$ cat src/rtl/cpu_clk_sched.sv
// cpu_clk_sched
// Generates the 65816 clock (cpu_phi2) in the hsclk domain and sequences two
// kinds of CPU cycle:
//   - fast local SRAM/internal cycles, where each phi2 half-phase lasts
//     FAST_DIV hsclk cycles;
//   - host (BBC) bus cycles, where phi2 is held low until the synchronised
//     host phi0 has completed a falling and then a rising edge, and phi2 then
//     follows phi0 high.
// Every output is a flop, so downstream pins see clean edges.
//
// Ports:
//   hsclk_i        high-speed clock, all state on its rising edge
//   rst_i          asynchronous active-high reset
//   host_phi0_i    host phi0, asynchronous to hsclk
//   cpu_valid_i    cpu_vda|cpu_vpa, valid while cpu_phi2 is low
//   host_sel_i     current address decodes to host space
//   cpu_rnw_i      CPU read/not-write
//   cpu_phi2_o     CPU clock
//   ram_ceb_o      SRAM chip select, active low
//   ram_oeb_o      SRAM output enable, active low
//   ram_web_o      SRAM write enable, active low
//   host_cyc_o     high for the whole host cycle (enables BBC bus drivers)
//   host_dlatch_o  one-hsclk pulse to latch host read data
//   fast_mode_o    high while running fast cycles
module cpu_clk_sched #(
  parameter int unsigned FAST_DIV    = 2,
  parameter int unsigned SYNC_STAGES = 2
) (
  input  logic hsclk_i,
  input  logic rst_i,
  input  logic host_phi0_i,
  input  logic cpu_valid_i,
  input  logic host_sel_i,
  input  logic cpu_rnw_i,
  output logic cpu_phi2_o,
  output logic ram_ceb_o,
  output logic ram_oeb_o,
  output logic ram_web_o,
  output logic host_cyc_o,
  output logic host_dlatch_o,
  output logic fast_mode_o
);

  typedef enum logic [2:0] {
    F_LO   = 3'd0,
    F_HI   = 3'd1,
    H_WAIT = 3'd2,
    H_LO   = 3'd3,
    H_HI   = 3'd4
  } state_t;

  localparam logic [3:0] CNT_LAST = 4'(FAST_DIV - 1);

  state_t                 state_q;
  logic [3:0]             count_q;
  logic [3:0]             count_d;
  logic [SYNC_STAGES-1:0] syncChain_q;
  logic                   phi0Dly_q;
  logic                   phaseIsRam_q;
  logic                   cpuPhi2_q;
  logic                   ramCeb_q;
  logic                   ramOeb_q;
  logic                   ramWeb_q;
  logic                   hostCyc_q;
  logic                   hostDlatch_q;
  logic                   fastMode_q;

  logic phi0S;
  logic phi0Rise;
  logic phi0Fall;
  logic phi0FallNext;
  logic countLast;
  logic enterLastHi;
  logic ramDecision;

  // Edge detection on the synchronised phi0. phi0FallNext looks one stage
  // further up the chain so that the data-latch strobe can be registered and
  // still land exactly in the cycle where the fall is seen.
  always_comb begin
    phi0S        = syncChain_q[SYNC_STAGES-1];
    phi0Rise     = phi0S & ~phi0Dly_q;
    phi0Fall     = ~phi0S & phi0Dly_q;
    phi0FallNext = phi0S & ~syncChain_q[SYNC_STAGES-2];
    count_d      = count_q + 4'd1;
    countLast    = (count_q == CNT_LAST);
    enterLastHi  = (count_d == CNT_LAST);
    ramDecision  = cpu_valid_i & ~host_sel_i;
  end

  // Synchroniser, phase counter and cycle-type state machine. Outputs are
  // loaded together with the state they belong to, so each output register
  // always reflects the state the machine is in during that cycle.
  always_ff @(posedge hsclk_i or posedge rst_i) begin
    if (rst_i) begin
      state_q      <= F_LO;
      count_q      <= 4'd0;
      syncChain_q  <= '0;
      phi0Dly_q    <= 1'b0;
      phaseIsRam_q <= 1'b0;
      cpuPhi2_q    <= 1'b0;
      ramCeb_q     <= 1'b1;
      ramOeb_q     <= 1'b1;
      ramWeb_q     <= 1'b1;
      hostCyc_q    <= 1'b0;
      hostDlatch_q <= 1'b0;
      fastMode_q   <= 1'b1;
    end else begin
      syncChain_q  <= {syncChain_q[SYNC_STAGES-2:0], host_phi0_i};
      phi0Dly_q    <= phi0S;
      hostDlatch_q <= 1'b0;

      case (state_q)
        F_LO: begin
          if (countLast) begin
            // The cycle type is decided only here; later changes of
            // host_sel/cpu_valid cannot turn this cycle into a host cycle.
            count_q      <= 4'd0;
            phaseIsRam_q <= ramDecision;
            if (cpu_valid_i && host_sel_i) begin
              state_q    <= H_WAIT;
              hostCyc_q  <= 1'b1;
              fastMode_q <= 1'b0;
            end else begin
              state_q   <= F_HI;
              cpuPhi2_q <= 1'b1;
              ramCeb_q  <= ~ramDecision;
              ramOeb_q  <= ~(ramDecision & cpu_rnw_i);
              ramWeb_q  <= ~(ramDecision & ~cpu_rnw_i);
            end
          end else begin
            count_q <= count_d;
          end
        end

        F_HI: begin
          if (countLast) begin
            state_q   <= F_LO;
            count_q   <= 4'd0;
            cpuPhi2_q <= 1'b0;
            ramCeb_q  <= 1'b1;
            ramOeb_q  <= 1'b1;
            ramWeb_q  <= 1'b1;
          end else begin
            // The final high cycle releases write enable early so the SRAM
            // sees write recovery before phi2 falls.
            count_q  <= count_d;
            ramCeb_q <= ~phaseIsRam_q;
            ramOeb_q <= ~(phaseIsRam_q & cpu_rnw_i);
            ramWeb_q <= enterLastHi ? 1'b1 : ~(phaseIsRam_q & ~cpu_rnw_i);
          end
        end

        H_WAIT: begin
          // Rising edges here are ignored so the host cycle always begins
          // at the start of a host phase 1.
          if (phi0Fall) begin
            state_q <= H_LO;
          end
        end

        H_LO: begin
          if (phi0Rise) begin
            state_q      <= H_HI;
            cpuPhi2_q    <= 1'b1;
            hostDlatch_q <= phi0FallNext & cpu_rnw_i;
          end
        end

        H_HI: begin
          if (phi0Fall) begin
            state_q    <= F_LO;
            count_q    <= 4'd0;
            cpuPhi2_q  <= 1'b0;
            hostCyc_q  <= 1'b0;
            fastMode_q <= 1'b1;
          end else begin
            hostDlatch_q <= phi0FallNext & cpu_rnw_i;
          end
        end

        default: begin
          state_q    <= F_LO;
          count_q    <= 4'd0;
          cpuPhi2_q  <= 1'b0;
          ramCeb_q   <= 1'b1;
          ramOeb_q   <= 1'b1;
          ramWeb_q   <= 1'b1;
          hostCyc_q  <= 1'b0;
          fastMode_q <= 1'b1;
        end
      endcase
    end
  end

  assign cpu_phi2_o    = cpuPhi2_q;
  assign ram_ceb_o     = ramCeb_q;
  assign ram_oeb_o     = ramOeb_q;
  assign ram_web_o     = ramWeb_q;
  assign host_cyc_o    = hostCyc_q;
  assign host_dlatch_o = hostDlatch_q;
  assign fast_mode_o   = fastMode_q;

endmodule

$ cat config.mk
export PLATFORM = sky130hd
export DESIGN_NAME = cpu_clk_sched
export DESIGN_NICKNAME = d
export VERILOG_FILES = /design/src/rtl/cpu_clk_sched.sv
export SDC_FILE = /design/constraint.sdc
export NUM_CORES = 1
export LEC_CHECK = 0
export BUFFER_PORTS_ARGS = -buffer_cell sky130_fd_sc_hd__buf_2
export CAP_MARGIN = 5
export CORE_MARGIN = 1
export CORE_UTILIZATION = 32
export DETAILED_ROUTE_END_ITERATION = 12
export PLACE_DENSITY_LB_ADDON = 0.25
export SKIP_LAST_GASP = 1
export SYNTH_ARGS = -nofsm -noshare
export SYNTH_HDL_FRONTEND = slang
export SYNTH_SLANG_ARGS = --single-unit
$ cat constraint.sdc
create_clock -name hsclk_i -period 2.45 [get_ports hsclk_i]
set_input_delay 0.3675 -clock hsclk_i [delete_from_list [all_inputs] [get_ports hsclk_i]]
set_output_delay 0.3675 -clock hsclk_i [all_outputs]
set_load 0.01 [all_outputs]
==> flow_summary.ini <==
[run_status]
run_status = complete, no violations

[timing]
final.min_clock_period_ns = 1.86
rsz0062_at_grt = false
slew_headroom_pct = 51.4
setup_tns_ns = 0
worst-slew-pin-transition_ns = 0.729
final_hold_viol_count = 0
report.final.slew_viol_count = 0
report.final.setup_viol = 0
max_clock_freq_ghz = 0.538
finalCritPeriodShare_pct = 75.9
setup_slack_ns = 0.591
timing.clock.skew_ns = 0.00189

[global_routing]
antenna_found_initial = 0
grt_remaining_overflow = 0
vias_in_the_first_global_route = 750
wire_length_of_the_first_global_routing_pass_um = 3470
grt.total_usage_pct = 13.7
grt_start_max_net_pins = 19

[worst_setup_path]
critPathMaxFanout = 6
critPathMaxStageDelay_ns = 0.52
worstSetupEndpointType = register
crit_type = register to register
required_ns = 2.65
setup.worst_path.start_class = register
critical_path.cell_chain = inv_1 -> ha_1 -> or4b_4 -> nor2_4 -> a211oi_2 -> mux2_4
critical_path_arrival_ns = 2.06
cp_slowest_cell = sky130_fd_sc_hd__or4b_4

[clock_tree]
holdBufCountCts = 0
cts_inserted_buffers = 3
ctsLongestPathBuffers = 2
cts-root-buf = sky130_fd_sc_hd__clkbuf_4
cts-resized-gates = 0
cts_setup_buffers = 0
worst_skew_pair.late_latency_ns = 0.30
register_clock_pin_slew_on_the_reported_worst_setup_and_hold_paths_ns = 0.11
cts_num_sinks = 18
tritoncts = done
h-tree-depth = 1

[yosys]
postSynthCellCount = 102
synthFlopType = sky130_fd_sc_hd__dfrtp_1
mappedNetlistArea_mm2 = 0.00103
synth_largest_area_cell = sky130_fd_sc_hd__dfrtp_1
synth.top_cells.by_area = sky130_fd_sc_hd__dfrtp_1, sky130_fd_sc_hd__dfstp_2, sky130_fd_sc_hd__ha_1, sky130_fd_sc_hd__nor2_1, sky130_fd_sc_hd__o21ai_0
yosysUniqueCellTypes = 46
share_of_the_synthesized_area_in_the_top_cell_type_pct = 34.1
synth.net_count = 111
yosysWarnings = 0
yosys_register_bits = 18
syn_avg_cell_area_um2 = 10.1
synth_enable_flop_cells = 0
yosysSeqAreaShare_pct = 44.4
ys_async_sr_fraction_pct = 100

[flow_run]
cap_viol_max_count = 0

[layout]
area_delta_synth_final_pct = 12.6
n_antenna_cell = 0
drive_gt1_share_pct = 27.0
mostFrequentLayoutCell = sky130_fd_sc_hd__dfrtp_1
mostFrequentLayoutCells = sky130_fd_sc_hd__dfrtp_1, sky130_fd_sc_hd__buf_2, sky130_fd_sc_hd__nor2_1
nFillCells = 320
design.final.nets = 125

[floorplanning]
die-area_mm2 = 0.00344
effective_utilization_at_floorplan_pct = 33.6
die_h_um = 58.6
io_pins = 13
dieWidth_um = 58.6
num_rows = 20
core_area_mm2 = 0.00305

[hold_path]
worstHoldPathType = input pin to async pin

[power]
p_leak_uw = 0.000501
vdd_drop_max_uv = 582
power_density_mw_per_mm2 = 1170

[placed_design]
dp_hpwl_um = 1480
dp_worst_setup_slack_ns = 0.618
number_of_buffer_cells_added_on_primary_ports = 12
finalWeightedCongestion = 0.831

[detailed_routing]
drt_drc_violations_left = 0
route.vias.total = 804
vias_per_cell = 5.06
drt_pre_antenna_iters = 4
routed_wire_length_per_instance_um = 13.5
wirelength_um = 2150
ant_nets = 0
drt_first_iter_violations = 13
Yosys cell counts (2+ instances only):
master / instances
sky130_fd_sc_hd__o21a_1: 3
sky130_fd_sc_hd__mux2i_1: 2
sky130_fd_sc_hd__nor3b_1: 2
sky130_fd_sc_hd__dfrtp_1: 14
sky130_fd_sc_hd__nor2b_1: 4
sky130_fd_sc_hd__inv_1: 7
sky130_fd_sc_hd__dfstp_2: 4
sky130_fd_sc_hd__a31oi_1: 2
sky130_fd_sc_hd__a21oi_1: 4
sky130_fd_sc_hd__nand2_1: 7
sky130_fd_sc_hd__nor3_1: 2
sky130_fd_sc_hd__o21ai_0: 6
sky130_fd_sc_hd__a21boi_0: 2
sky130_fd_sc_hd__ha_1: 3
sky130_fd_sc_hd__nor2_1: 9
sequential cells by signal, summed over array words and instances (netlist names):
signal         count
count_q            4
state_q            3
syncChain_q        2
cpu_phi2_o         1
fast_mode_o        1
host_cyc_o         1
host_dlatch_o      1
phaseIsRam_q       1
phi0Dly_q          1
ram_ceb_o          1
ram_oeb_o          1
ram_web_o          1
routing by layer:
metal | vias to the layer above | share of wire (%) | track usage (%)
met3 | 7 | 3.7 | 3.96
li1 | 395 | - | -
met4 | 0 | 1.9 | 6.80
met1 | 386 | 52 | 17.9
met2 | 16 | 42 | 20.9
met5 | - | 0 | 0
cell families after synthesis:
| logic type | Yosys count | synth area share [%] |
|---|---|---|
| AND/OR/NAND/NOR | 35 | 19.5 |
| AO/OA/AOI/OAI | 31 | 22.3 |
| flip-flops | 18 | 44.4 |
| buffers and inverters | 10 | 4.76 |
| multiplexers | 4 | 4.51 |
| adder cells (fa/ha/maj) | 3 | 3.66 |
| XOR/XNOR | 1 | 0.854 |
per-stage QoR:
| stage | utilization (%) | power (uW) | cells | instance area, um2 | hold WS (ns) |
|---|---|---|---|---|---|
| after floorplan | - | 1030 | 102 | 1030 | 0.303 |
| after global placement | 36.6 | 1140 | 155 | 1120 | 0.375 |
| after detailed placement | 36.6 | 1160 | 155 | 1120 | 0.395 |
| after CTS | 37.8 | 1350 | 159 | 1150 | 0.157 |
| after global routing | 37.8 | 1460 | 159 | 1150 | 0.152 |
| final | 37.8 | 1350 | 159 | 1150 | 0.161 |
worst max-delay path, delay by kind of cell (launching register included):
family                   cells  cell delay (ns)
AND/OR/NAND/NOR              2             0.64
adder cells (fa/ha/maj)      1             0.17
flip-flops                   1             0.46
buffers and inverters        1             0.11
multiplexers                 1             0.32
AO/OA/AOI/OAI                1             0.07
final cells by class:
cell class	count	area [um2]	area share, %
multi-input cells	74	522	45.2
inverters	7	26.3	2.28
repair buffers	12	60.1	5.20
clock buffers	4	36.3	3.14
well taps	44	55.1	4.77
flip-flops and latches	18	455	39.4
worst paths after layout:
kind | start | end | slack [ns] | depth (start not counted)
setup / recovery | count_q[1]$_DFFE_PP0P_ | state_q[0]$_DFFE_PP0P_ | 0.59 | 6
hold / removal | rst_i | syncChain_q[0]$_DFF_PP0_ | 0.16 | 2
setup reg to reg | count_q[1]$_DFFE_PP0P_ | state_q[0]$_DFFE_PP0P_ | 0.59 | 6
hold reg to reg | syncChain_q[0]$_DFF_PP0_ | syncChain_q[1]$_DFF_PP0_ | 0.42 | 0
max in group asynchronous | rst_i | host_cyc_o$_DFFE_PP0P_ | 1.83 | 2
min in group hsclk_i | host_phi0_i | syncChain_q[0]$_DFF_PP0_ | 0.16 | 1
power by group:
| group | internal (uW) | leakage [uW] | switching (uW) |
|---|---|---|---|
| registers | 410 | 0.000216 | 147 |
| logic | 296 | 0.000264 | 306 |
| clock network | 90.8 | 0.0000210 | 104 |
Note: power is estimated with default switching activity, not from simulation.
